<file path="config.mk">
export PLATFORM = sky130hd
export DESIGN_NAME = hazard_ctrl_flat
export DESIGN_NICKNAME = d
export VERILOG_FILES = /design/src/rtl/hazard_ctrl_if.sv /design/src/rtl/hazard_ctrl.sv /design/src/flat_wrapper.sv
export SDC_FILE = /design/constraint.sdc
export NUM_CORES = 1
export LEC_CHECK = 0
export CAP_MARGIN = 20
export CORE_MARGIN = 4
export CORE_UTILIZATION = 49
export DETAILED_ROUTE_END_ITERATION = 12
export PLACE_DENSITY = 0.86
export SLEW_MARGIN = 5
export SYNTH_ARGS = -nofsm -noshare
export SYNTH_HDL_FRONTEND = slang
export SYNTH_SLANG_ARGS = --single-unit
</file>
<file path="constraint.sdc">
create_clock -name clk -period 4.4 [get_ports clk]
set_input_delay 0.44 -clock clk [delete_from_list [all_inputs] [get_ports clk]]
set_output_delay 0.44 -clock clk [all_outputs]
set_load 0.01 [all_outputs]
</file>
<file path="src/rtl/hazard_ctrl_if.sv">
// Hazard-control bundle between the pipeline datapath and hazard_ctrl.
// The master drives register-use demands; the slave returns stall/flush/forward controls.
interface hazard_ctrl_if;
    logic [4:0] RS_D;
    logic [4:0] RT_D;
    logic [1:0] TUSE_RS_D;
    logic [1:0] TUSE_RT_D;
    logic       MD_USE_D;
    logic [4:0] WRITE_ADDR_E;
    logic [4:0] WRITE_ADDR_M;
    logic [4:0] WRITE_ADDR_W;
    logic       REG_WRITE_ENABLED_E;
    logic       REG_WRITE_ENABLED_M;
    logic       REG_WRITE_ENABLED_W;
    logic [1:0] RES_E;
    logic [1:0] RES_M;
    logic       MD_START_E;
    logic       MD_OP_E;
    logic       EXC_REQ_M;

    logic       STALL_F;
    logic       STALL_D;
    logic       FLUSH_D;
    logic       FLUSH_E;
    logic       FLUSH_M;
    logic [1:0] FWD_RS_D;
    logic [1:0] FWD_RT_D;
    logic [1:0] FWD_RS_E;
    logic [1:0] FWD_RT_E;
    logic       MD_BUSY;

    modport master (
        output RS_D, RT_D, TUSE_RS_D, TUSE_RT_D, MD_USE_D,
        output WRITE_ADDR_E, WRITE_ADDR_M, WRITE_ADDR_W,
        output REG_WRITE_ENABLED_E, REG_WRITE_ENABLED_M, REG_WRITE_ENABLED_W,
        output RES_E, RES_M, MD_START_E, MD_OP_E, EXC_REQ_M,
        input  STALL_F, STALL_D, FLUSH_D, FLUSH_E, FLUSH_M,
        input  FWD_RS_D, FWD_RT_D, FWD_RS_E, FWD_RT_E, MD_BUSY
    );

    modport slave (
        input  RS_D, RT_D, TUSE_RS_D, TUSE_RT_D, MD_USE_D,
        input  WRITE_ADDR_E, WRITE_ADDR_M, WRITE_ADDR_W,
        input  REG_WRITE_ENABLED_E, REG_WRITE_ENABLED_M, REG_WRITE_ENABLED_W,
        input  RES_E, RES_M, MD_START_E, MD_OP_E, EXC_REQ_M,
        output STALL_F, STALL_D, FLUSH_D, FLUSH_E, FLUSH_M,
        output FWD_RS_D, FWD_RT_D, FWD_RS_E, FWD_RT_E, MD_BUSY
    );
endinterface

</file>
<file path="src/rtl/hazard_ctrl.sv">
// Pipeline hazard controller: Tuse/Tnew stall detection, D/E forwarding selects,
// multiply/divide busy counter and exception flush.
module hazard_ctrl #(
    parameter int unsigned MULT_CYCLES = 5,
    parameter int unsigned DIV_CYCLES  = 10
) (
    input  logic         clk,
    input  logic         reset,
    hazard_ctrl_if.slave hz
);
    localparam int unsigned REG_W = 5;
    localparam int unsigned CNT_W = 4;

    localparam logic [1:0] RES_NONE  = 2'b00;
    localparam logic [1:0] RES_ALU   = 2'b01;
    localparam logic [1:0] RES_MEM   = 2'b10;
    localparam logic [1:0] RES_PC8   = 2'b11;
    localparam logic [1:0] TUSE_NONE = 2'd3;
    localparam logic [1:0] FWD_RF    = 2'd0;
    localparam logic [1:0] FWD_M     = 2'd1;
    localparam logic [1:0] FWD_W     = 2'd2;

    logic [CNT_W-1:0] md_cnt_q, md_cnt_d;
    logic [REG_W-1:0] rs_e_q, rs_e_d;
    logic [REG_W-1:0] rt_e_q, rt_e_d;

    logic       valid_e, valid_m, m_fwd_ok, w_fwd_ok;
    logic [1:0] tnew_e, tnew_m;
    logic       md_busy, stall_data, stall_md, stall, exc, flush_e;

    // A source must wait when a pending producer delivers later than the source needs it.
    function automatic logic src_stall(
        input logic [REG_W-1:0] src,
        input logic [1:0]       tuse,
        input logic             ve,
        input logic [REG_W-1:0] ae,
        input logic [1:0]       te,
        input logic             vm,
        input logic [REG_W-1:0] am,
        input logic [1:0]       tm
    );
        src_stall = (src != '0) && (tuse != TUSE_NONE) &&
                    ((ve && (src == ae) && (te > tuse)) ||
                     (vm && (src == am) && (tm > tuse)));
    endfunction

    // M beats W; register 0 is never forwarded.
    function automatic logic [1:0] fwd_sel(
        input logic [REG_W-1:0] src,
        input logic             m_ok,
        input logic [REG_W-1:0] am,
        input logic             w_ok,
        input logic [REG_W-1:0] aw
    );
        if (src == '0) begin
            fwd_sel = FWD_RF;
        end else if (m_ok && (src == am)) begin
            fwd_sel = FWD_M;
        end else if (w_ok && (src == aw)) begin
            fwd_sel = FWD_W;
        end else begin
            fwd_sel = FWD_RF;
        end
    endfunction

    // Producer classification and hazard/flush decisions.
    always_comb begin
        valid_e  = hz.REG_WRITE_ENABLED_E && (hz.WRITE_ADDR_E != '0) && (hz.RES_E != RES_NONE);
        valid_m  = hz.REG_WRITE_ENABLED_M && (hz.WRITE_ADDR_M != '0) && (hz.RES_M != RES_NONE);
        w_fwd_ok = hz.REG_WRITE_ENABLED_W && (hz.WRITE_ADDR_W != '0);

        tnew_e = 2'd0;
        unique case (hz.RES_E)
            RES_ALU, RES_PC8: tnew_e = 2'd1;
            RES_MEM:          tnew_e = 2'd2;
            default:          tnew_e = 2'd0;
        endcase
        tnew_m   = (hz.RES_M == RES_MEM) ? 2'd1 : 2'd0;
        m_fwd_ok = valid_m && (tnew_m == 2'd0);

        md_busy    = (md_cnt_q != '0);
        stall_data = src_stall(hz.RS_D, hz.TUSE_RS_D, valid_e, hz.WRITE_ADDR_E, tnew_e,
                               valid_m, hz.WRITE_ADDR_M, tnew_m) ||
                     src_stall(hz.RT_D, hz.TUSE_RT_D, valid_e, hz.WRITE_ADDR_E, tnew_e,
                               valid_m, hz.WRITE_ADDR_M, tnew_m);
        stall_md   = hz.MD_USE_D && (md_busy || hz.MD_START_E);
        stall      = stall_data || stall_md;
        exc        = hz.EXC_REQ_M;
        flush_e    = stall || exc;
    end

    // Outputs are gated to zero while reset is held.
    always_comb begin
        hz.STALL_F  = 1'b0;
        hz.STALL_D  = 1'b0;
        hz.FLUSH_D  = 1'b0;
        hz.FLUSH_E  = 1'b0;
        hz.FLUSH_M  = 1'b0;
        hz.FWD_RS_D = FWD_RF;
        hz.FWD_RT_D = FWD_RF;
        hz.FWD_RS_E = FWD_RF;
        hz.FWD_RT_E = FWD_RF;
        hz.MD_BUSY  = 1'b0;
        if (reset) begin
            hz.STALL_F  = stall && !exc;
            hz.STALL_D  = stall && !exc;
            hz.FLUSH_D  = exc;
            hz.FLUSH_E  = flush_e;
            hz.FLUSH_M  = exc;
            hz.FWD_RS_D = fwd_sel(hz.RS_D, m_fwd_ok, hz.WRITE_ADDR_M, w_fwd_ok, hz.WRITE_ADDR_W);
            hz.FWD_RT_D = fwd_sel(hz.RT_D, m_fwd_ok, hz.WRITE_ADDR_M, w_fwd_ok, hz.WRITE_ADDR_W);
            hz.FWD_RS_E = fwd_sel(rs_e_q, m_fwd_ok, hz.WRITE_ADDR_M, w_fwd_ok, hz.WRITE_ADDR_W);
            hz.FWD_RT_E = fwd_sel(rt_e_q, m_fwd_ok, hz.WRITE_ADDR_M, w_fwd_ok, hz.WRITE_ADDR_W);
            hz.MD_BUSY  = md_busy;
        end
    end

    // Busy counter ignores new starts while running; an exception blocks only a fresh load.
    always_comb begin
        md_cnt_d = md_cnt_q;
        if (md_cnt_q != '0) begin
            md_cnt_d = md_cnt_q - CNT_W'(1);
        end else if (hz.MD_START_E && !hz.EXC_REQ_M) begin
            md_cnt_d = hz.MD_OP_E ? CNT_W'(DIV_CYCLES) : CNT_W'(MULT_CYCLES);
        end

        rs_e_d = flush_e ? '0 : hz.RS_D;
        rt_e_d = flush_e ? '0 : hz.RT_D;
    end

    always_ff @(posedge clk) begin
        if (!reset) begin
            md_cnt_q <= '0;
            rs_e_q   <= '0;
            rt_e_q   <= '0;
        end else begin
            md_cnt_q <= md_cnt_d;
            rs_e_q   <= rs_e_d;
            rt_e_q   <= rt_e_d;
        end
    end
endmodule
</file>
<file path="src/flat_wrapper.sv">
// flat-port wrapper written by rule: the top's interface ports become plain ports
module hazard_ctrl_flat 
#(
    parameter int unsigned MULT_CYCLES = 5,
    parameter int unsigned DIV_CYCLES  = 10
)
  (clk, reset, hz_RS_D, hz_RT_D, hz_TUSE_RS_D, hz_TUSE_RT_D, hz_MD_USE_D, hz_WRITE_ADDR_E, hz_WRITE_ADDR_M, hz_WRITE_ADDR_W, hz_REG_WRITE_ENABLED_E, hz_REG_WRITE_ENABLED_M, hz_REG_WRITE_ENABLED_W, hz_RES_E, hz_RES_M, hz_MD_START_E, hz_MD_OP_E, hz_EXC_REQ_M, hz_STALL_F, hz_STALL_D, hz_FLUSH_D, hz_FLUSH_E, hz_FLUSH_M, hz_FWD_RS_D, hz_FWD_RT_D, hz_FWD_RS_E, hz_FWD_RT_E, hz_MD_BUSY);
  hazard_ctrl_if hz_i ();
  input  logic clk;
  input  logic reset;
  input wire logic [$bits(hz_i.RS_D)-1:0] hz_RS_D;
  input wire logic [$bits(hz_i.RT_D)-1:0] hz_RT_D;
  input wire logic [$bits(hz_i.TUSE_RS_D)-1:0] hz_TUSE_RS_D;
  input wire logic [$bits(hz_i.TUSE_RT_D)-1:0] hz_TUSE_RT_D;
  input wire logic [$bits(hz_i.MD_USE_D)-1:0] hz_MD_USE_D;
  input wire logic [$bits(hz_i.WRITE_ADDR_E)-1:0] hz_WRITE_ADDR_E;
  input wire logic [$bits(hz_i.WRITE_ADDR_M)-1:0] hz_WRITE_ADDR_M;
  input wire logic [$bits(hz_i.WRITE_ADDR_W)-1:0] hz_WRITE_ADDR_W;
  input wire logic [$bits(hz_i.REG_WRITE_ENABLED_E)-1:0] hz_REG_WRITE_ENABLED_E;
  input wire logic [$bits(hz_i.REG_WRITE_ENABLED_M)-1:0] hz_REG_WRITE_ENABLED_M;
  input wire logic [$bits(hz_i.REG_WRITE_ENABLED_W)-1:0] hz_REG_WRITE_ENABLED_W;
  input wire logic [$bits(hz_i.RES_E)-1:0] hz_RES_E;
  input wire logic [$bits(hz_i.RES_M)-1:0] hz_RES_M;
  input wire logic [$bits(hz_i.MD_START_E)-1:0] hz_MD_START_E;
  input wire logic [$bits(hz_i.MD_OP_E)-1:0] hz_MD_OP_E;
  input wire logic [$bits(hz_i.EXC_REQ_M)-1:0] hz_EXC_REQ_M;
  output wire logic [$bits(hz_i.STALL_F)-1:0] hz_STALL_F;
  output wire logic [$bits(hz_i.STALL_D)-1:0] hz_STALL_D;
  output wire logic [$bits(hz_i.FLUSH_D)-1:0] hz_FLUSH_D;
  output wire logic [$bits(hz_i.FLUSH_E)-1:0] hz_FLUSH_E;
  output wire logic [$bits(hz_i.FLUSH_M)-1:0] hz_FLUSH_M;
  output wire logic [$bits(hz_i.FWD_RS_D)-1:0] hz_FWD_RS_D;
  output wire logic [$bits(hz_i.FWD_RT_D)-1:0] hz_FWD_RT_D;
  output wire logic [$bits(hz_i.FWD_RS_E)-1:0] hz_FWD_RS_E;
  output wire logic [$bits(hz_i.FWD_RT_E)-1:0] hz_FWD_RT_E;
  output wire logic [$bits(hz_i.MD_BUSY)-1:0] hz_MD_BUSY;
  assign hz_i.RS_D = hz_RS_D;
  assign hz_i.RT_D = hz_RT_D;
  assign hz_i.TUSE_RS_D = hz_TUSE_RS_D;
  assign hz_i.TUSE_RT_D = hz_TUSE_RT_D;
  assign hz_i.MD_USE_D = hz_MD_USE_D;
  assign hz_i.WRITE_ADDR_E = hz_WRITE_ADDR_E;
  assign hz_i.WRITE_ADDR_M = hz_WRITE_ADDR_M;
  assign hz_i.WRITE_ADDR_W = hz_WRITE_ADDR_W;
  assign hz_i.REG_WRITE_ENABLED_E = hz_REG_WRITE_ENABLED_E;
  assign hz_i.REG_WRITE_ENABLED_M = hz_REG_WRITE_ENABLED_M;
  assign hz_i.REG_WRITE_ENABLED_W = hz_REG_WRITE_ENABLED_W;
  assign hz_i.RES_E = hz_RES_E;
  assign hz_i.RES_M = hz_RES_M;
  assign hz_i.MD_START_E = hz_MD_START_E;
  assign hz_i.MD_OP_E = hz_MD_OP_E;
  assign hz_i.EXC_REQ_M = hz_EXC_REQ_M;
  assign hz_STALL_F = hz_i.STALL_F;
  assign hz_STALL_D = hz_i.STALL_D;
  assign hz_FLUSH_D = hz_i.FLUSH_D;
  assign hz_FLUSH_E = hz_i.FLUSH_E;
  assign hz_FLUSH_M = hz_i.FLUSH_M;
  assign hz_FWD_RS_D = hz_i.FWD_RS_D;
  assign hz_FWD_RT_D = hz_i.FWD_RT_D;
  assign hz_FWD_RS_E = hz_i.FWD_RS_E;
  assign hz_FWD_RT_E = hz_i.FWD_RT_E;
  assign hz_MD_BUSY = hz_i.MD_BUSY;
  hazard_ctrl #(.MULT_CYCLES(MULT_CYCLES), .DIV_CYCLES(DIV_CYCLES)) u_core (.clk(clk), .reset(reset), .hz(hz_i));
endmodule
</file>
=== Word-level counts from Yosys, hierarchy flattened ===
Index checks and enable logic that the tools add are counted.

* Flip-flop bits (word level): 14
* Latch bits: 0
* Memory bits (writable): 0
* Memory bits (read-only): 0
* Bits of input ports: 42
* Output and inout port bits: 14
* Word-level logic and storage cells: 102
* Memories: 0

* $add $sub $neg: 1
* Multiply operators: 0
* Divide/modulo/power cells: 0
* Magnitude comparators: 4
* Equal/unequal tests: 16
* Shift operators: 0
* Mux-type cells: 25
* Bitwise logic cells: 1
* Reduce and logical (&&, ||, !) cells: 52

{| class="wikitable"
|+ Operators by type and width
! kind !! number
|-
| $eq A5 B5 Y1 || 10
|-
| $mux W2 || 16
|-
| $logic_and A1 B1 Y1 || 29
|-
| $reduce_bool A5 Y1 || 5
|-
| $logic_not A5 Y1 || 4
|-
| $mux W4 || 3
|-
| $gt A2 B2 Y1 || 4
|-
| $eq A2 B2 Y1 const B || 3
|-
| $logic_or A1 B1 Y1 || 6
|-
| $reduce_bool A2 Y1 || 3
|-
| $mux W1 || 5
|-
| $ne A2 B2 Y1 const B || 2
|-
| $pmux W2 S2 || 1
|-
| $reduce_bool A4 Y1 || 1
|-
| $reduce_or A2 Y1 || 2
|-
| $sub A4 B1 Y4 const B || 1
|-
| $eq A2 B1 Y1 const B || 1
|-
| $logic_not A2 Y1 || 1
|-
| $logic_not A1 Y1 || 1
|-
| $not A1 Y1 || 1
|}

=== Logic depth before layout (Yosys ltp) ===
Gate-level depths: netlist of run 1.

* Word-level depth: 11
* Mapped depth: 8

=== Least setup slack after synthesis of run 1 ===
OpenSTA, ideal clock, no wires.

* Path type: in2out
* Start: in hz_RES_E[1]
* End: out hz_STALL_F
* Arrival: 1.909 ns
* Slack: 2.051 ns
* Stages: 8
* Cells stage by stage: nor2b_1 > ha_1 > and2b_2 > o211ai_1 > nor4_1 > a211o_1 > o21a_1 > buf_4

* Cells in the longest elaborated chain, start to end: 11
* Elaborated cells on any way between the ends: 21
* Those cells by class: 2 x order compare; 3 x eq/ne; 2 x mux; 14 x reduce/logical

{| class="wikitable"
|+ Ends and longest elaborated chain
! what !! line !! source
|-
| from (decl) || flat_wrapper.sv:22 || <nowiki>input wire logic [$bits(hz_i.RES_E)-1:0] hz_RES_E;</nowiki>
|-
| $eq A2 B1 Y1 / $eq A2 B2 Y1 (equally long branches) || hazard_ctrl.sv:73 || <nowiki>unique case (hz.RES_E)</nowiki>
|-
| $reduce_or A2 Y1 || hazard_ctrl.sv:73 ||
|-
| $pmux W2 S2 || hazard_ctrl.sv:73 ||
|-
| $gt A2 B2 Y1 || hazard_ctrl.sv:43 || <nowiki>((ve && (src == ae) && (te > tuse)) ||</nowiki>
|-
| $logic_and A1 B1 Y1 || hazard_ctrl.sv:43 ||
|-
| $logic_or A1 B1 Y1 || hazard_ctrl.sv:43 ||
|-
| $logic_and A1 B1 Y1 || hazard_ctrl.sv:42 || <nowiki>src_stall = (src != '0) && (tuse != TUSE_NONE) &&</nowiki>
|-
| $logic_or A1 B1 Y1 * || hazard_ctrl.sv:83 || <nowiki>valid_m, hz.WRITE_ADDR_M, tnew_m) ||</nowiki>
|-
| $logic_or A1 B1 Y1 * || hazard_ctrl.sv:87 || <nowiki>stall = stall_data || stall_md;</nowiki>
|-
| $logic_and A1 B1 Y1 * || -- ||
|-
| $mux W1 * || -- ||
|-
| to (decl) || flat_wrapper.sv:27 || <nowiki>output wire logic [$bits(hz_i.STALL_F)-1:0] hz_STALL_F;</nowiki>
|}

Mark *: on every way between the ends. The rest lies on a longest branch, timed or not.

=== Worst setup path after layout of run 1 ===
* Start: in hz_RES_E[1]
* End: out hz_FLUSH_E

* Cells in the longest elaborated chain, start to end: 11
* Elaborated cells on any way between the ends: 21
* Those cells by class: 2 x order compare; 3 x eq/ne; 2 x mux; 14 x reduce/logical

{| class="wikitable"
|+ Ends and longest elaborated chain
! what !! line !! source
|-
| $eq A2 B1 Y1 / $eq A2 B2 Y1 (equally long branches) || hazard_ctrl.sv:73 ||
|-
| $reduce_or A2 Y1 || hazard_ctrl.sv:73 ||
|-
| $pmux W2 S2 || hazard_ctrl.sv:73 ||
|-
| $gt A2 B2 Y1 || hazard_ctrl.sv:43 ||
|-
| $logic_and A1 B1 Y1 || hazard_ctrl.sv:43 ||
|-
| $logic_or A1 B1 Y1 || hazard_ctrl.sv:43 ||
|-
| $logic_and A1 B1 Y1 || hazard_ctrl.sv:42 ||
|-
| $logic_or A1 B1 Y1 * || hazard_ctrl.sv:83 ||
|-
| $logic_or A1 B1 Y1 * || hazard_ctrl.sv:87 ||
|-
| $logic_or A1 B1 Y1 * || hazard_ctrl.sv:89 || <nowiki>flush_e = stall || exc;</nowiki>
|-
| $mux W1 * || hazard_ctrl.sv:104 || <nowiki>if (reset) begin</nowiki>
|-
| to (decl) || flat_wrapper.sv:30 || <nowiki>output wire logic [$bits(hz_i.FLUSH_E)-1:0] hz_FLUSH_E;</nowiki>
|}

Marks and branches as above.

==> results.json, run 1 <==
{
  "finalPower_uw": 505.1,
  "yosys_warnings": 0,
  "crit_chain": "clkdlybuf4s50_1 -> nor2b_1 -> ha_1 -> a22oi_1 -> nand4_1 -> nor4_1 -> a211o_1 -> o31a_1 -> clkdlybuf4s50_1",
  "wl_met1_mm": 2.054,
  "first_iter_violations": 73,
  "wl_met3_um": 259,
  "synth_area_um2": 1605,
  "synth_cell_types": 39,
  "cts_resized": 0,
  "cts.path.max_buffers": 2,
  "routabilityCongestion": 0.8834,
  "period_needed_ns": 3.634,
  "setup-tns-final_ns": 0,
  "ctsHoldBuffers": 0,
  "synth_cells": 210,
  "place_hpwl_mm": 3.647,
  "skew_ns": 0.007433,
  "powerDensity_nw_per_um2": 233.5,
  "fillCellCount": 279,
  "leakage_nw": 0.8310,
  "clkSlewWorstSetupHoldPaths_ns": 0.08,
  "drt-total-wl_mm": 4.486,
  "numCtsBuffers": 3,
  "first_pass_iters": 4,
  "dpl_cell_area_um2": 2141,
  "syn_avg_cell_area_um2": 7.644,
  "status": "finished, final reports clean",
  "antenna_found_initial": 0,
  "hold_viol": 0,
  "synth_area_leaders": "xnor2_1, dfxtp_1, xor2_1, nor3_2, ha_1",
  "critPathArrivalTime_ns": 3.19,
  "maxSlewHeadroom_pct": 64.34,
  "num_rows": 20,
  "io_buffers": 55,
  "track_usage_pct": 21.63,
  "drive_above_1_share_pct": 7.540,
  "setup_viol": 0,
  "clkLatencyLatePin_ns": 0.28,
  "grt_pass1_vias": 1600,
  "cts_sinks": 14,
  "synth_seq_cells": 14,
  "cp.required_ns": 3.96,
  "cts_root_buffer": "clkbuf_4",
  "n_antenna_cell": 0,
  "cts.htree.levels": 1,
  "min_path_type": "reg2reg",
  "synth_nets": 259,
  "synth_top_area_cell": "xnor2_1",
  "grt_max_degree": 13,
  "slew_viol_final": 0,
  "fin_crit_sh_pct": 82.58,
  "postCtsSetupBuffers": 0,
  "num_vias": 1665,
  "max_freq_ghz": 0.2752,
  "die_y_um": 65.24,
  "routed_via_density": 5.625,
  "overflow": 0,
  "start_kind": "primary input",
  "wl_met2_mm": 2.085,
  "cpMostUsedCell": "clkdlybuf4s50_1",
  "grt_setup_unrepaired": "false",
  "drc": 0,
  "cap_violations": 0,
  "floorplan.die_area_um2": 4256,
  "ioPinCount": 56,
  "tritoncts": "built",
  "path_max_fanout": 12,
  "start_util_pct": 51.73,
  "worst_pin_slew_ns": 0.5350,
  "fp.dieW_um": 65.24,
  "fin_area_um2": 2163,
  "cp_slowest_stage_delay_ns": 0.54,
  "area_growth_pct": 34.76,
  "synth_seq_area_share_pct": 17.46,
  "critical_path_class": "in2out",
  "grt_pass1_wl_mm": 7.162,
  "fin_nets": 303,
  "post_drt_wl_per_cell_um": 15.16,
  "ir_drop_mv": 0.2167,
  "antenna_left": 0,
  "worst_setup_path_end_kind": "output port",
  "top_layer": "met4",
  "synth_top_area_share_pct": 19.10,
  "slowest_stage": "clkdlybuf4s50_1",
  "core_um2": 3103,
  "post-route-util_pct": 69.72
}
## critical path, delay by kind of cell
family	cells	cell delay, ns
and+or+nand+nor	3	0.58
adders and majority gates	1	0.26
buffers and inverters	2	1.03
AOI/OAI and AO/OA	3	0.88
## cells in the mapped netlist (all sizes together)
cell type  instances
buf                4
xor2              16
nor3b              1
inv                8
nor2              10
o21ai              3
nand3              8
ha                 7
nor2b              4
or3                1
clkbuf            14
nor4               8
a21boi             2
or4                4
nand2b             1
dfxtp             14
a22oi              2
a211o              1
and3               5
o211a              1
nor3              22
o221ai             1
nand4              4
o31a               1
nand2             21
a21o               1
o2111ai            1
and2b              1
o211ai             3
o21a               2
xnor2             35
a21oi              3
and2               1
## per-layer routing
layer / track usage (%) / vias up
met5: 0 / -
met4: 4.404 / 0
met3: 4.786 / 8
met2: 36.41 / 71
met1: 28.29 / 776
li1: - / 810
## kinds of logic after synthesis
family	Yosys count	share of synthesized area, %
AOI/OAI and AO/OA	21	9.742
xor gates and xnor gates	51	27.82
adders and majority gates	7	5.456
buffers and inverters	26	7.170
DFF	14	17.46
and+or+nand+nor	91	32.35
## per-stage QoR
stage	instances	setup WS, ns	hold WS [ns]
floorplan	210	2.051	0.4543
global placement	293	0.8338	0.4746
detailed placement	293	0.7635	0.4814
CTS	296	0.7604	0.4933
global route	296	0.5853	0.5140
finish	296	0.7665	0.4898
## layout by cell type (no fill, tap or decap), types with 2 or more instances in the layout
cell / n
clkbuf_4: 3
xnor2_1: 35
inv_1: 8
nand4_1: 4
a22oi_1: 2
o21a_1: 2
clkdlybuf4s50_1: 55
nand3_1: 8
nand2_1: 21
nor4_1: 8
or4_1: 3
buf_4: 2
and3_1: 5
nor3_1: 12
xor2_1: 16
ha_1: 7
nor2_1: 9
o21ai_0: 3
a21oi_1: 3
nor2b_1: 4
nor3_2: 10
o211ai_1: 3
a21boi_0: 2
dfxtp_1: 14
## registers in the layout, summed over array words and instances, names as in the netlist
name	cells
u_core.rt_e_q	5
u_core.rs_e_q	5
u_core.md_cnt_q	4
## area by class of cell
class	count	area (µm²)	share of cell area, %
sequential	14	280.3	12.96
tap	44	55.05	2.545
inverter	8	30.03	1.388
multi-input combinational	170	1210	55.93
timing repair buffer	57	565.5	26.14
clock buffer	3	22.52	1.041
## where the power goes
group	switching, mW	internal, mW
clock network	0.0392	0.0318
logic	0.138	0.133
registers	0.0175	0.146
total	0.195	0.310
## final timing paths
| path | startpoint | endpoint | slack [ns] | depth (start not counted) |
|---|---|---|---|---|
| setup / recovery | hz_RES_E[1] | hz_FLUSH_E | 0.77 | 9 |
| hold / removal | u_core.md_cnt_q[0] | u_core.md_cnt_q[0] | 0.49 | 2 |
| setup reg to reg | u_core.md_cnt_q[0] | u_core.rs_e_q[4] | 2.17 | 6 |
| hold reg to reg | u_core.md_cnt_q[0] | u_core.md_cnt_q[0] | 0.49 | 2 |
No activity file was read; power rests on OpenSTA's default activity.
==> run 2: changes to the inputs <==
--- a/config.mk
+++ b/config.mk
@@ -7,9 +7,9 @@
 export LEC_CHECK = 0
 export CAP_MARGIN = 20
 export CORE_MARGIN = 4
-export CORE_UTILIZATION = 49
+export CORE_UTILIZATION = 46
 export DETAILED_ROUTE_END_ITERATION = 12
-export PLACE_DENSITY = 0.86
+export PLACE_DENSITY = 0.81
 export SLEW_MARGIN = 5
 export SYNTH_ARGS = -nofsm -noshare
 export SYNTH_HDL_FRONTEND = slang
==> constraint.sdc (replaced) <==
create_clock -name clk -period 3.6 [get_ports clk]
set_input_delay 0.36 -clock clk [delete_from_list [all_inputs] [get_ports clk]]
set_output_delay 0.36 -clock clk [all_outputs]
set_load 0.01 [all_outputs]
==> run 2 against run 1 <==
Compared with the run above:
- setup slack got worse by 0.42 ns
- largest power group unchanged
- cell area is 1.8% higher
- hold slack improved by 0.0013 ns
- count of clock-buffer cells in the layout up 1
- routed wire length grew 0.49%
- die area is 5.7% higher
- final cell count increased by 2.0%
- highest routed layer unchanged
- power rose by 31%
==> results.json, run 2 (synthesized netlist as in run 1, its figures left out) <==
{
  "grt_setup_unrepaired": "false",
  "core_um2": 3363,
  "drive_above_1_share_pct": 8.984,
  "drt-total-wl_mm": 4.508,
  "power_switching_uw": 248.5,
  "cpMostUsedCell": "clkdlybuf4s50_1",
  "p_comb_share_pct": 52.7,
  "status": "finished, final reports clean",
  "track_usage_pct": 21.21,
  "grt_pass1_vias": 1559,
  "fp.dieW_um": 67.08,
  "hold_viol": 0,
  "cp.required_ns": 3.24,
  "antenna_found_initial": 0,
  "grt_pass1_wl_mm": 7.217,
  "seqPwrFrac_pct": 30.2,
  "numCtsBuffers": 3,
  "first_iter_violations": 51,
  "cts_resized": 0,
  "leakage_nw": 0.8529,
  "antenna_left": 0,
  "swShare_pct": 37.42,
  "fin_crit_sh_pct": 90.30,
  "routed_via_density": 5.404,
  "cts_sinks": 14,
  "postCtsSetupBuffers": 0,
  "routabilityCongestion": 0.8661,
  "period_needed_ns": 3.251,
  "layout_commonest_cell": "clkdlybuf4s50_1",
  "reg_top3": "u_core.rs_e_q (5), u_core.rt_e_q (5), u_core.md_cnt_q (4)",
  "grt_max_degree": 12,
  "final_cells": 302,
  "clkLatencyLatePin_ns": 0.28,
  "mostFrequentLayoutCells": "clkdlybuf4s50_1, xnor2_1, nand2_1, xor2_1, dfxtp_1",
  "worst_setup_path_end_kind": "output port",
  "drc": 0,
  "num_vias": 1632,
  "post_drt_wl_per_cell_um": 14.93,
  "start_kind": "primary input",
  "num_rows": 21,
  "setup-tns-final_ns": 0,
  "powerDensity_nw_per_um2": 301.6,
  "io_buffers": 55,
  "skew_ns": 0.003741,
  "min_path_type": "reg2reg",
  "cts_root_buffer": "clkbuf_4",
  "p_int_uw": 415.6,
  "crit_chain": "clkdlybuf4s50_1 -> nor2b_1 -> ha_1 -> a22oi_1 -> nand4_1 -> nor4_1 -> a211o_1 -> o21a_1 -> clkdlybuf4s50_1",
  "place_hpwl_mm": 3.663,
  "setup_viol": 0,
  "ctsHoldBuffers": 0,
  "ir_drop_mv": 0.2193,
  "start_util_pct": 47.73,
  "cp_slowest_stage_delay_ns": 0.55,
  "cap_violations": 0,
  "ioPinCount": 56,
  "cts.htree.levels": 1,
  "slowest_stage": "clkdlybuf4s50_1",
  "critPathArrivalTime_ns": 2.89,
  "fin_nets": 306,
  "max_freq_ghz": 0.3076,
  "floorplan.die_area_um2": 4499,
  "worst_pin_slew_ns": 0.5231,
  "die_y_um": 67.08,
  "critical_path_class": "in2out",
  "n_antenna_cell": 0,
  "overflow": 0,
  "area_growth_pct": 37.18,
  "critPathTopFamily": "buffers and inverters",
  "clkSlewWorstSetupHoldPaths_ns": 0.09,
  "post-route-util_pct": 65.48,
  "first_pass_iters": 4,
  "cts.path.max_buffers": 2,
  "maxSlewHeadroom_pct": 64.76,
  "slew_viol_final": 0,
  "tritoncts": "built",
  "dp.cells": 298,
  "path_max_fanout": 3,
  "p_clk_share_pct": 17.1,
  "timing.critical_path.buf_inv": 2
}
run 2: cell count changes in the layout (fill, tap and decap cells not counted), sizes merged:
cell / change
clkbuf: +1
buf: +3
run 2: final timing paths:
check                          start            endpoint  slack, ns  cells after the start
setup / recovery         hz_RES_E[1]          hz_STALL_D       0.35                      9
hold / removal    u_core.md_cnt_q[0]  u_core.md_cnt_q[0]       0.49                      2
setup reg to reg  u_core.md_cnt_q[0]    u_core.rt_e_q[2]       1.70                      8
hold reg to reg   u_core.md_cnt_q[0]  u_core.md_cnt_q[0]       0.49                      2
run 2: layer usage:
| metal | vias up | track usage, % | part of all wire (%) |
|---|---|---|---|
| li1 | 809 | - | - |
| met1 | 769 | 27.65 | 44 |
| met2 | 52 | 36.81 | 48 |
| met3 | 2 | 4.722 | 7.1 |
| met4 | 0 | 1.519 | 0.13 |
| met5 | - | 0 | 0 |
run 2: stage by stage:
| step | worst slack, ns | power [mW] | hold slack (ns) | area (µm²) |
|---|---|---|---|---|
| after global placement | 0.4556 | 0.5416 | 0.4697 | 2166 |
| after floorplan | 1.411 | 0.4239 | 0.4543 | 1605 |
| final | 0.3493 | 0.6641 | 0.4911 | 2202 |
| after global routing | 0.1910 | 0.7172 | 0.5206 | 2202 |
| after detailed placement | 0.3700 | 0.5509 | 0.4795 | 2166 |
| after CTS | 0.3612 | 0.6654 | 0.4929 | 2202 |
run 2: area by class of cell:
| class | count | area [µm²] |
|---|---|---|
| Timing Repair Buffer | 60 | 588.1 |
| Multi-Input combinational cell | 170 | 1210 |
| Sequential cell | 14 | 280.3 |
| Fill cell | 299 | 1161 |
| Tap cell | 46 | 57.56 |
| Inverter | 8 | 30.03 |
| Clock buffer | 4 | 36.28 |
run 2: worst min-delay path: stages, from the launching register on:
cell and delay [ns]:
dfxtp_1 0.33, nand2_1 0.05, a21boi_0 0.06
run 2: power by group through the flow:
| stage | logic, mW | clock network (mW) | registers (mW) |
|---|---|---|---|
| after floorplan | 0.225 | 0 | 0.199 |
| after global placement | 0.339 | 0 | 0.202 |
| after detailed placement | 0.347 | 0 | 0.204 |
| after CTS | 0.349 | 0.116 | 0.200 |
| after global routing | 0.387 | 0.127 | 0.203 |
| final | 0.350 | 0.114 | 0.201 |
